## src/rtl/input_cond_pkg.sv

```systemverilog
// Shared constants and types for the A/B/C input-conditioning stage.
// Channel indices name the gate-logic inputs carried on ui_in[2:0].
package input_cond_pkg;

  localparam int DEFAULT_STABLE_CYCLES = 4;

  localparam int CH_A = 0;
  localparam int CH_B = 1;
  localparam int CH_C = 2;

  typedef logic [$clog2(DEFAULT_STABLE_CYCLES+1)-1:0] cnt_t;

endpackage

```

## src/rtl/debounce_chan.sv

```systemverilog
// One conditioned channel: two-flop synchroniser, stability counter, clean
// level flop and, when EDGE_EN is set, registered rise/fall pulse flops.
module debounce_chan
  import input_cond_pkg::*;
#(
  parameter int STABLE_CYCLES = DEFAULT_STABLE_CYCLES,
  parameter bit RST_VAL       = 1'b0,
  parameter bit EDGE_EN       = 1'b1
) (
  input  logic clk,
  input  logic rst,
  input  logic en,
  input  logic raw,
  output logic clean,
  output logic rise,
  output logic fall
);

  localparam int CW = $clog2(STABLE_CYCLES + 1);

  logic          sync1_q, sync2_q;
  logic          clean_q, clean_d;
  logic [CW-1:0] cnt_q, cnt_d;

  // Any sample that agrees with clean restarts the run, so short glitches vanish.
  always_comb begin
    // NOTE: defaults first so every path assigns every output -- no latches.
    cnt_d   = cnt_q;
    clean_d = clean_q;
    if (sync2_q != clean_q) begin
      if (cnt_q == CW'(STABLE_CYCLES - 1)) begin
        clean_d = sync2_q;
        cnt_d   = '0;
      end else begin
        cnt_d = cnt_q + CW'(1);
      end
    end else begin
      cnt_d = '0;
    end
  end

  // NOTE: sequential state uses non-blocking assignments so the sync chain shifts by one stage per edge.
  always_ff @(posedge clk or posedge rst) begin
    if (rst) begin
      sync1_q <= RST_VAL;
      sync2_q <= RST_VAL;
      clean_q <= RST_VAL;
      cnt_q   <= '0;
    end else if (en) begin
      sync1_q <= raw;
      sync2_q <= sync1_q;
      cnt_q   <= cnt_d;
      clean_q <= clean_d;
    end
  end

  assign clean = clean_q;

  if (EDGE_EN) begin : g_edge
    logic rise_q, fall_q;

    always_ff @(posedge clk or posedge rst) begin
      if (rst) begin
        rise_q <= 1'b0;
        fall_q <= 1'b0;
      end else begin
        rise_q <= en && (clean_d != clean_q) &&  sync2_q;
        fall_q <= en && (clean_d != clean_q) && !sync2_q;
      end
    end

    assign rise = rise_q;
    assign fall = fall_q;
  end else begin : g_no_edge
    assign rise = 1'b0;
    assign fall = 1'b0;
  end

endmodule

```

## src/rtl/abc_input_conditioner.sv

```systemverilog
// Conditions the A/B/C pad inputs: one debounce_chan per bit.
// Define INPUT_COND_EDGE_EN to build the rise/fall pulse flops; otherwise they read 0.
module abc_input_conditioner
  import input_cond_pkg::*;
#(
  parameter int               WIDTH         = 3,
  parameter int               STABLE_CYCLES = DEFAULT_STABLE_CYCLES,
  parameter logic [WIDTH-1:0] RST_VAL       = '0
) (
  input  logic             clk,
  input  logic             rst,
  input  logic             en,
  input  logic [WIDTH-1:0] raw,
  output logic [WIDTH-1:0] clean,
  output logic [WIDTH-1:0] rise,
  output logic [WIDTH-1:0] fall
);

`ifdef INPUT_COND_EDGE_EN
  localparam bit EDGE_EN = 1'b1;
`else
  localparam bit EDGE_EN = 1'b0;
`endif

  for (genvar i = 0; i < WIDTH; i++) begin : g_chan
    debounce_chan #(
      .STABLE_CYCLES (STABLE_CYCLES),
      .RST_VAL       (RST_VAL[i]),
      .EDGE_EN       (EDGE_EN)
    ) u_chan (
      .clk   (clk),
      .rst   (rst),
      .en    (en),
      .raw   (raw[i]),
      .clean (clean[i]),
      .rise  (rise[i]),
      .fall  (fall[i])
    );
  end

endmodule

```

## config.mk

```make
export PLATFORM = sky130hd
export DESIGN_NAME = abc_input_conditioner
export DESIGN_NICKNAME = d
export VERILOG_FILES = /design/src/rtl/input_cond_pkg.sv /design/src/rtl/debounce_chan.sv /design/src/rtl/abc_input_conditioner.sv
export SDC_FILE = /design/constraint.sdc
export NUM_CORES = 1
export LEC_CHECK = 0
export CAP_MARGIN = 5
export CORE_MARGIN = 4
export CORE_UTILIZATION = 30
export CTS_CLUSTER_DIAMETER = 80
export DETAILED_ROUTE_END_ITERATION = 10
export HOLD_SLACK_MARGIN = 0.03
export SLEW_MARGIN = 25
export SYNTH_ARGS = -nofsm -noshare
export SYNTH_HDL_FRONTEND = slang
export SYNTH_SLANG_ARGS = --single-unit
```

## constraint.sdc

```tcl
create_clock -name clk -period 1.35 [get_ports clk]
set_input_delay 0.135 -clock clk [delete_from_list [all_inputs] [get_ports clk]]
set_output_delay 0.135 -clock clk [all_outputs]
set_load 0.03 [all_outputs]
```

==> results <==
- Traced cell by cell, the critical path runs through dlygate4sd2_1.
- The worst setup path is captured at an output pin.
- The initial utilization of the core area, before any placement, comes to a little under a third.
- Across the run, the number of max-cap violations was 0.
- In the routed design, unresolved DRC markers number 0.
- The data required time at the worst endpoint is 1.22 ns.
- The critical path class is register to output pin.
- STA classifies the critical path startpoint as a register.
- Counting every sink on the clock net gives 18.
- sky130_fd_sc_hd__dfrtp_1 takes more of the synthesized area than any other cell.
- Wires add up to 1278 um.
- The clock-pin slew on the worst setup and hold paths is 0.09 ns.
- After global routing the overflow that remains totals 0.
- The worst path needs 1.229 ns of the cycle, external delays included.
- Cells fill 34.75% of the core in the end.
- The number of buffer and inverter instances along the worst setup path is 1.
- The run finished with clean final reports.
- The post-synth design cell area is 938.4 um^2.
- The full die area is 4087 um^2.
- The cell type group with the largest total delay on the critical path is buffers and inverters.
- The synthesized flop and latch total is 18.
- The worst setup slack after placement is 0.007665 ns.
- The floorplan step defined a core boundary enclosing just over 3000 um^2.
- Measured along the x axis, the die boundary spans 63.93 um.
- In this run the remaining antenna-violating nets after routing total 0.
- The final critical-path setup slack is 0.1214 ns.
- The number of instances in the synthesized netlist is 79.
- After routing, the total negative slack on setup checks comes to 0 ns.
- In this run the mean area of a mapped cell was 11.88 um^2.
- Clock tree synthesis selected as its root buffer the cell sky130_fd_sc_hd__clkbuf_4.
- By area the synthesized netlist is led by sky130_fd_sc_hd__dfrtp_1 (48%), sky130_fd_sc_hd__mux2_2 (8.4%), sky130_fd_sc_hd__buf_4 (8.0%).
- The pre-antenna-repair detailed-routing pass consisted of 4 iterations.
- Row generation in the floorplan step produced 20 rows.
- In this run the power density over the cells is ~1600 nW/um^2.
- The final setup violation count is 0.
- The final clock skew is about 0.0025 ns.
- After synthesis, the largest area contributor takes up approximately half of total cell area.
- The layout cell share with drive strength beyond 1 is around a fifth.
- The first-pass GRT wire length is ~2200 um.
- The most frequent standard cell in the layout excluding fill and tap cells is sky130_fd_sc_hd__dfrtp_1.
- The HPWL after detailed placement is between 900 and 1000 um.
- In this run the number of H-tree levels came out at 1.
- The largest single stage delay on the critical path is approximately 0.42 ns.
- The number of distinct standard cells referenced by the synthesized netlist is 17.
- After detailed routing, the average wire length per cell comes to 9.831 um.
- The Yosys step of the flow raised 0 warnings.
- The net count of the finished layout is 97.
- Across all hold checks on the routed design, the worst slack comes to 0.1576 ns.
- The number of top-level design ports is 15.
- The largest buffer count on any clock path is 2.
- The die is 63.93 um tall.
- The global-route usage over all layers is 7.085%.
- The number of global-route vias before repair came to 546.
- The sequential area share after synthesis is 48.00%.
- Clock latency on the worst-skew pair, taken at its later pin, is between 0.2 and 0.3 ns.
- The worst-case IR drop observed on VDD is 618.6 uV.
- The number of buffer cells added on primary ports is 8.
- The largest net degree at the start of global routing is 25.
- The worst-path maximum fanout is 3.
- In this run, the number of DRC markers left after iteration 0 of detailed routing was 13.
- Leaving out fill and tap cells, the most frequent cells in the layout are sky130_fd_sc_hd__dfrtp_1 (18), sky130_fd_sc_hd__nand2b_1 (9), sky130_fd_sc_hd__inv_1 (7), sky130_fd_sc_hd__mux2_2 (7), sky130_fd_sc_hd__conb_1 (6).
- The number of CTS-inserted buffers is 3.
- The mean number of vias per cell is just over 4.
- TritonCTS built the clock tree.
- 0 antenna diodes ended up in the layout.
- The final weighted congestion in routability-driven placement is 0.7291.
- The worst min-delay path category is input port to asynchronous set/reset pin.
- For the worst setup path, the data arrival time is 1.09 ns.
- The vias after detailed routing is roughly 540.
- The leakage component of the power is 0.4964 nW.
- The area growth from synthesis to layout is 12.13%.
- The final max-slew violation count came to 0.
- Of the available clock period, the critical path in the final layout requires 91.01%.
- Setup repair after global routing left no endpoint under its margin.
- The filler cells instantiated in the layout total 316.
- On the critical path, the stage with the largest delay is an instance of sky130_fd_sc_hd__dlygate4sd2_1.
- The hold violation total from the final report is 0.
- For this run, the top clock speed supported by timing is 0.8139 GHz.
- The number of antenna violations at the first check in global routing is 0.
## cell type report
cell class,count,area [um^2],share of cell area (%)
Clock buffer,3,22.52,2.140
Inverter,7,26.28,2.497
Multi-Input combinational cell,48,394.1,37.46
Sequential cell,18,450.4,42.81
Tap cell,44,55.05,5.232
Timing Repair Buffer,10,103.9,9.869
## stage by stage
stage / total power [mW] / instance area (um^2) / instances
final: 1.735 / 1052 / 130
after global routing: 1.885 / 1052 / 130
after CTS: 1.765 / 1052 / 130
after detailed placement: 1.534 / 1033 / 127
after global placement: 1.501 / 1033 / 127
after floorplan: 1.413 / 957.2 / 84
## metal layers
metal / wire (um) / vias to the layer above / track usage, %
li1: - / 264 / -
met1: 585 / 257 / 8.361
met2: 612 / 15 / 10.97
met3: 61 / 2 / 2.109
met4: 19 / 0 / 4.852
met5: 0 / - / 0
## cells in the mapped netlist (all sizes together)
cell / instances
buf: 11
conb: 1
dfrtp: 18
ha: 3
inv: 7
mux2: 9
nand2: 3
nand2b: 9
nand3b: 3
nor2b: 3
o22ai: 4
o31ai: 3
o32ai: 2
xnor2: 3
## power breakdown
part	total (mW)	internal, mW	switching (mW)
clock network	0.247	0.103	0.144
logic	0.638	0.327	0.311
registers	0.850	0.710	0.140
total	1.74	1.14	0.595
## worst paths after layout
kind                                            from                  endpoint  slack (ns)  depth (start not counted)
setup / recovery              g_chan[1].u_chan.clean                  clean[1]        0.12                          1
hold reg to reg             g_chan[2].u_chan.sync1_q  g_chan[2].u_chan.sync1_q        0.51                          1
min in group clk                              raw[2]  g_chan[2].u_chan.sync1_q        0.46                          2
max in group asynchronous                        rst  g_chan[0].u_chan.sync1_q        1.00                          3
setup reg to reg           g_chan[0].u_chan.cnt_q[0]    g_chan[0].u_chan.clean        0.19                          3
hold / removal                                   rst  g_chan[1].u_chan.sync2_q        0.16                          3
## sequential cells by signal, summed over array words and instances (netlist names)
signal / cells
g_chan.u_chan.clean: 3
g_chan.u_chan.cnt_q: 9
g_chan.u_chan.sync1_q: 3
g_chan.u_chan.sync2_q: 3
## kinds of logic (layout without fill, tap and decap cells)
kind of cell	count (synthesis)	in the layout	synth area share [%]
AOI/OAI and AO/OA	9	9	6.933
muxes	9	9	11.60
xor gates and xnor gates	3	3	2.801
adders and majority gates	3	3	4.000
other	1	6	0.3996
DFF	18	18	48.00
buffers and inverters	18	20	12.00
and+or+nand+nor	18	18	14.27
## timing repair
action / 4_1_cts / 5_1_grt
hold buffers: 0 / 0
endpoints found under the setup margin: 3 / 0
gates resized for setup: 3 / 0
buffers inserted: 0 / 0
Note: power is estimated with default switching activity, not from simulation.
